$ cat src/rtl/decode_38_pkg.sv
// Shared widths and the 3-to-8 decode function for decode_38.
package decode_38_pkg;

  localparam int unsigned SEL_W = 3;
  localparam int unsigned OUT_W = 8;

  // Active-high one-hot decode of a select value.
  function automatic logic [OUT_W-1:0] onehot(input logic [SEL_W-1:0] sel);
    return OUT_W'(1) << sel;
  endfunction

endpackage

$ cat src/rtl/decode_38_sync.sv
// N-stage, W-bit synchronizer with async active-low clear.
// Ports:
//   clk   rising-edge clock
//   rst_n async active-low clear of every stage
//   d     asynchronous input bus
//   q     synchronized output (d itself when N == 0)
module decode_38_sync #(
  parameter int unsigned N = 2,
  parameter int unsigned W = 4
) (
  input  logic         clk,
  input  logic         rst_n,
  input  logic [W-1:0] d,
  output logic [W-1:0] q
);

  generate
    if (N == 0) begin : g_bypass
      assign q = d;
    end else begin : g_chain
      logic [W-1:0] stage [N];

      // All bits move through one chain so they are sampled on the same edge.
      always_ff @(posedge clk or negedge rst_n) begin
        if (!rst_n) begin
          for (int i = 0; i < int'(N); i++) stage[i] <= '0;
        end else begin
          stage[0] <= d;
          for (int i = 1; i < int'(N); i++) stage[i] <= stage[i-1];
        end
      end

      assign q = stage[N-1];
    end
  endgenerate

endmodule

$ cat src/rtl/decode_38.sv
// 3-to-8 decoder with synchronized inputs and a registered one-hot
// (or one-cold) output for indicator lines.
// Ports:
//   clk    rising-edge clock
//   rst_n  async active-low reset; forces code inactive
//   en     decode enable (asynchronous source)
//   sw     3-bit select (asynchronous source)
//   code   registered decode; bit sw active while en, else all inactive
module decode_38
  import decode_38_pkg::*;
#(
  parameter int unsigned SYNC_STAGES    = 2,
  parameter bit          OUT_ACTIVE_LOW = 1'b0
) (
  input  logic             clk,
  input  logic             rst_n,
  input  logic             en,
  input  logic [SEL_W-1:0] sw,
  output logic [OUT_W-1:0] code
);

  localparam logic [OUT_W-1:0] CODE_IDLE = {OUT_W{OUT_ACTIVE_LOW}};

  logic             en_s;
  logic [SEL_W-1:0] sw_s;
  logic [OUT_W-1:0] code_next_c;

  // Enable and select share one chain so they can never be skewed.
  decode_38_sync #(
    .N (SYNC_STAGES),
    .W (SEL_W + 1)
  ) u_sync (
    .clk   (clk),
    .rst_n (rst_n),
    .d     ({en, sw}),
    .q     ({en_s, sw_s})
  );

  // Decode, with enable taking priority, then apply output polarity.
  always_comb begin
    code_next_c = '0;
    if (en_s) code_next_c = onehot(sw_s);
    code_next_c = code_next_c ^ CODE_IDLE;
  end

  // Output register: code is driven straight from flops.
  always_ff @(posedge clk or negedge rst_n) begin
    if (!rst_n) code <= CODE_IDLE;
    else        code <= code_next_c;
  end

endmodule

$ cat config.mk
export PLATFORM = sky130hd
export DESIGN_NAME = decode_38
export DESIGN_NICKNAME = d
export VERILOG_FILES = /design/src/rtl/decode_38_pkg.sv /design/src/rtl/decode_38_sync.sv /design/src/rtl/decode_38.sv
export SDC_FILE = /design/constraint.sdc
export NUM_CORES = 1
export LEC_CHECK = 0
export CAP_MARGIN = 20
export CELL_PAD_IN_SITES_DETAIL_PLACEMENT = 2
export CELL_PAD_IN_SITES_GLOBAL_PLACEMENT = 2
export CORE_ASPECT_RATIO = 0.8
export CORE_MARGIN = 2
export CORE_UTILIZATION = 28
export CTS_CLUSTER_DIAMETER = 50
export DETAILED_ROUTE_END_ITERATION = 10
export GPL_TIMING_DRIVEN = 0
export PLACE_DENSITY_LB_ADDON = 0.2
export SETUP_SLACK_MARGIN = 0.2
export SYNTH_ARGS = -nofsm -noshare
export SYNTH_HDL_FRONTEND = slang
export SYNTH_HIERARCHICAL = 1
export SYNTH_SLANG_ARGS = --single-unit
$ cat constraint.sdc
create_clock -name clk -period 0.85 [get_ports clk]
set_input_delay 0.085 -clock clk [delete_from_list [all_inputs] [get_ports clk]]
set_output_delay 0.085 -clock clk [all_outputs]
set_load 0.01 [all_outputs]
==> results of run 1 <==
-- cell type report --
cell class	instances	area share
Clock buffer	3	0.0326
Sequential cell	16	0.580
Timing Repair Buffer	13	0.129
Multi-Input combinational cell	8	0.154
Buffer	4	0.0652
Tap cell	22	0.0399
-- through the flow --
stage / setup slack, ps / total power, mW
global placement: -103 / 0.920
finish: -27.3 / 1.28
detailed placement: -194 / 0.931
floorplan: 42.6 / 0.861
global route: -71.1 / 1.36
CTS: -51.2 / 1.31
-- Yosys cell counts, drive strengths merged --
cell type,count
dfrtp,16
buf,4
and4b,3
and4bb,3
and4,1
nor4b,1
-- layer usage --
layer,vias to the layer above,wire (um),global-route usage
li1,130,-,-
met1,157,334,0.110
met2,13,507,0.168
met3,2,68,0.0352
met4,0,14,0.0615
met5,-,0,0
-- registers in the layout (all words and copies together) (netlist names) --
| register | cells |
|---|---|
| u_sync/g_chain.stage | 4 |
| code | 8 |
| u_sync/q | 4 |
-- repair_timing --
action,CTS,global route
pin swaps,5,4
resized for setup,35,0
endpoints found under the hold margin,16,16
endpoints found under the setup margin,32,16
-- kinds of logic (layout without fill, tap and decap cells) --
kind of cell           count (synthesis)  in the layout  share of synthesized area
flip-flops                            16             16                      0.760
AND/OR/NAND/NOR                        8              8                      0.183
buffers and inverters                  4             20                     0.0570
-- worst paths after layout --
| check | slack, ps | start | end | cells after the start |
|---|---|---|---|---|
| setup / recovery | -30 | code[5] | code[5] | 1 |
| min in group clk | 240 | en | u_sync/g_chain.stage[7] | 1 |
| hold / removal | -50 | rst_n | u_sync/g_chain.stage[4] | 1 |
| setup reg to reg | -10 | u_sync/q[2] | code[1] | 2 |
| max in group asynchronous | 460 | rst_n | code[0] | 1 |
| hold reg to reg | 360 | u_sync/g_chain.stage[5] | u_sync/q[1] | 0 |
-- worst reg2reg max path: stages, from the launching register on --
cell      delay, ps
dfrtp_1         380
buf_6           140
and4bb_2        280
-- cell usage in the layout, fill, tap and decap left out --
master	instances
and4_4	1
and4bb_2	3
clkbuf_4	3
dfrtp_1	16
nor4b_4	1
buf_6	4
dlygate4sd2_1	1
clkdlybuf4s50_1	4
buf_2	8
and4b_2	3
-- report_power, final --
| group | total [mW] | leakage (nW) | switching, mW | internal (mW) |
|---|---|---|---|---|
| sequential | 0.799 | 0.203 | 0.00957 | 0.789 |
| combinational | 0.108 | 0.128 | 0.0493 | 0.0582 |
| clock | 0.376 | 0.0138 | 0.212 | 0.164 |
| total | 1.28 | 0.345 | 0.271 | 1.01 |
==> metrics, run 1 <==
DR vias/cell 4.58; TritonCTS clock tree built; pin count of the biggest net entering global routing 17; worst slew pin tran 688 ps; postcts setup bufs 0; Final Slew Violations 0; Pwr Density 1860 mW/mm^2; Core Region 0.00169 sq mm; Yosys reg bits 16; slowest CP cell dfrtp_1; Worst Setup Start Kind flip-flop; WP data required 760 ps; final hold slack -48.9 ps; Final Non-Filler Cells 66; unrepaired setup endpoints after global routing yes; hpwl dp 672 um; Cell Area, Synth 527 sq um; fin crit period 877 ps; Clock Skew 0.403 ps; Worst IR Drop VDD 0.826 mV; Post-Syn Area per Cell 18.8 sq um; worst path bufs/invs 1; Yosys warnings 6; top-level I/O count 14; Synth-to-Final Area Change 31.1%; global-route wire length before repair 1.60 mm; DR DRC count 0; Synth Instances 28; final wirelength 924 um; fillcell total 178; nets 52; clock tree buffer depth 2; period utilisation layout 1.03; Slew headroom 0.541; Max FO, Critical Path 1; Critical Path AT 790 ps; FF+latch area 400 sq um; CTS Buf Count 3; DR iter-0 viols 2; Die W 52.5 um; Leakage Power 0.345 nW; Hold Path Class primary input to asynchronous set/reset pin; final setup vio count 13; TritonRoute pass-1 iters 2; worst skew pair latency 280 ps; antenna viol nets, final 0; sequential-to-total area share from yosys stat 0.760; final setup TNS -118 ps; max cap viols 0; final core utilization 0.408; leading area contributor after synthesis dfrtp_1; Remaining Overflow, GRT 0; footprint of the multi-input gates 106 sq um; syn_nets 34; layout cells sized above 1 0.523; clock slew at reported path FFs 80 ps; ant diodes 0; Unique masters post-synth 6; vias in the first global route 346; design area 691 sq um; initial antenna violation count 0; Setup CP Type flip-flop to primary output; die area 0.00225 sq mm; H-tree depth 1; FMAX 1.14 GHz; Final Hold Fails 16; crit end category primary output; Placement Cell Area 699 sq um; Row Count 13; Largest delay share family, worst path flip-flops; IO Port Bufs 13; Starting Density 0.311; worst setup slack after layout -27.3 ps; placed cells 63; vias 302; Synth area leaders dfrtp_1, and4bb_2, and4b_2, buf_4, nor4b_2; routability congestion estimate 0.666; status finished, violations left; per-cell routed wire length 14.0 um; violated checks negative hold slack, negative setup slack; worst path cell trace buf_2; share of the synthesized area in the top cell type 0.760; root buffer cell clkbuf_4; Total Routing Usage GR 0.101; max incr delay on CP 380 ps; clock sink count 16; Die Ht 42.8 um
Note: power is estimated with default switching activity, not from simulation.
==> run 2, diff against run 1 <==
- ABC_AREA: unset -> 1
- CORE_ASPECT_RATIO: 0.8 -> unset
- CORE_UTILIZATION: 28 -> 32
- DONT_BUFFER_PORTS: unset -> 1
==> run 2 against run 1 <==
Effect of this change:
- the flow finishes with violations (negative hold slack)
- sequential cell count unchanged
- power increased by 0.54%
- sequential power increased by 0.8%
- core utilization increased by 4.0 points
- clock skew increased by 4.7 ps
- combinational power about the same
- critical path type is now flip-flop to flip-flop
- highest routed layer unchanged
==> metrics, run 2 <==
clock sink count 16; violated checks negative hold slack; leading area contributor after synthesis dfrtp_1; vias 280; DR vias/cell 4.59; die area 0.00187 sq mm; Largest delay share family, worst path flip-flops; Final Non-Filler Cells 61; final hold slack -81.9 ps; Yosys warnings 6; Setup CP Type flip-flop to flip-flop; number of synthesized flops with an enable pin 0; vias in the first global route 292; Hold Path Class primary input to asynchronous set/reset pin; CTS Hold Buffers Added 5; clock tree buffer depth 2; max reg flops 8; ant diodes 0; met2 WL 503 um; most frequent cells in the layout dfrtp_1, nor2_1, buf_6, dlygate4sd3_1; Pwr Density 1960 mW/mm^2; top-level I/O count 14; Worst IR Drop VDD 0.748 mV; Switching Share 0.222; placed cells 53; final setup TNS 0 ps; DR top layer met4; hpwl dp 662 um; per-cell routed wire length 14.3 um; period utilisation layout 0.937; FMAX 1.26 GHz; crit end category flip-flop; Die W 43.3 um; Yosys reg bits 16; share of the synthesized area in the top cell type 0.810; global-route wire length before repair 1.34 mm; worst slew pin tran 707 ps; top-count cell post-synth dfrtp_1; Core Region 0.00147 sq mm; Biggest register code; Critical Path AT 1010 ps; Slew headroom 0.528; pin count of the biggest net entering global routing 17; Total Routing Usage GR 0.108; worst skew pair latency 270 ps; Psw 0.286 mW; DR WL met3 54 um; max cap viols 0; DR iter-0 viols 0; fin crit period 797 ps; Die Ht 43.3 um; main flop type after synthesis dfrtp_1; DR DRC count 0; Final Slew Violations 0; flop2flop setup slack 50 ps; nets 53; Synth area leaders dfrtp_1, buf_4, nor2_1, nand2_1, inv_1; Leakage Power 0.325 nW; Cell Area, Synth 494 sq um; Clock Skew 5.09 ps; Synth-to-Final Area Change 33.4%; Synth Instances 37; commonest non-fill, non-tap cell in the layout dfrtp_1; layout cells sized above 1 0.422; final setup vio count 0; Row Count 14; sequential share of power 0.624; Power Total 1.29 mW; Cell Int Power 1.00 mW; root buffer cell clkbuf_4; H-tree depth 1; TritonRoute pass-1 iters 1; Max FO, Critical Path 3; syn_nets 43; unrepaired setup endpoints after global routing yes; IO Port Bufs 0; fillcell total 151; clock slew at reported path FFs 90 ps; Commonest cells post-synth dfrtp_1, nor2_1, nand2_1, buf_4, inv_1; WP data required 1060 ps; antenna viol nets, final 0; status finished, violations left; combinational share of power 0.085; ys async rst share 1.00; Worst R2R Start u_sync/q[1]; routability congestion estimate 0.731; Post-Syn Area per Cell 13.4 sq um; max incr delay on CP 380 ps; worst path bufs/invs 2; sequential-to-total area share from yosys stat 0.810; M1 wire length 307 um; Remaining Overflow, GRT 0; Crit. Startpoint u_sync/q[1]; initial antenna violation count 0; slowest CP cell dfrtp_1; CTS Buf Count 3; Starting Density 0.336; final wirelength 873 um; Clk pwr share 0.290; Worst Setup Start Kind flip-flop; Final Hold Fails 16; Unique masters post-synth 5; worst path cell trace buf_6 > inv_4 > nand2_4 > nor2_4; TritonCTS clock tree built
==> run 2: kinds of logic (layout without fill, tap and decap cells) <==
kind of cell | Yosys count | count (layout) | share of synthesized area
AND/OR/NAND/NOR | 14 | 14 | 0.106
flip-flops | 16 | 16 | 0.810
buffers and inverters | 7 | 15 | 0.0835
==> run 2: layout make-up <==
| cell class | instances | area, sq um | area share |
|---|---|---|---|
| multi-input combinational | 14 | 100 | 0.152 |
| buffer | 4 | 45.0 | 0.0683 |
| clock buffer | 3 | 22.5 | 0.0342 |
| inverter | 3 | 18.8 | 0.0285 |
| sequential | 16 | 400 | 0.607 |
| timing repair buffer | 5 | 52.6 | 0.0797 |
| tap | 16 | 20.0 | 0.0304 |
==> run 2: power by group through the flow <==
stage	sequential, mW	combinational [mW]	clock, mW
final	0.805	0.110	0.375
after global routing	0.808	0.120	0.436
after CTS	0.806	0.104	0.404
after detailed placement	0.821	0.0576	0
after global placement	0.819	0.0524	0
after floorplan	0.818	0.0484	0
==> run 2: path summary, 6_finish.rpt <==
check	cells past startpoint	end
setup / recovery	4	code[1]
max in group asynchronous	1	u_sync/q[0]
setup reg to reg	4	code[1]
hold reg to reg	0	u_sync/q[0]
min in group clk	0	u_sync/q[0]
hold / removal	1	code[2]
==> run 2: worst register-to-register path, stage by stage (launching register included) <==
cell and delay [ps]:
dfrtp_1 380, buf_6 130, inv_4 60, nand2_4 60, nor2_4 110
==> run 2: per-layer routing <==
layer  vias up  track usage
li1        123            -
met5         -            0
met2        14        0.203
met3         2       0.0255
met1       141        0.101
met4         0       0.0727
==> run 2: stage by stage <==
stage	instance area (sq um)	worst slack (ps)	util
2_1_floorplan	522	142	-
3_3_place_gp	542	113	0.368
3_5_place_dp	542	10.8	0.368
4_1_cts	642	38.7	0.436
5_1_grt	659	14.2	0.448
6_report	659	53.4	0.448
==> run 2: repair_timing <==
| action | in CTS | in global routing |
|---|---|---|
| pin swaps | 5 | 3 |
| hold endpoints to repair | 20 | 16 |
| setup endpoints to repair | 16 | 32 |
| setup buffers | 0 | 0 |
| gates resized for setup | 9 | 5 |
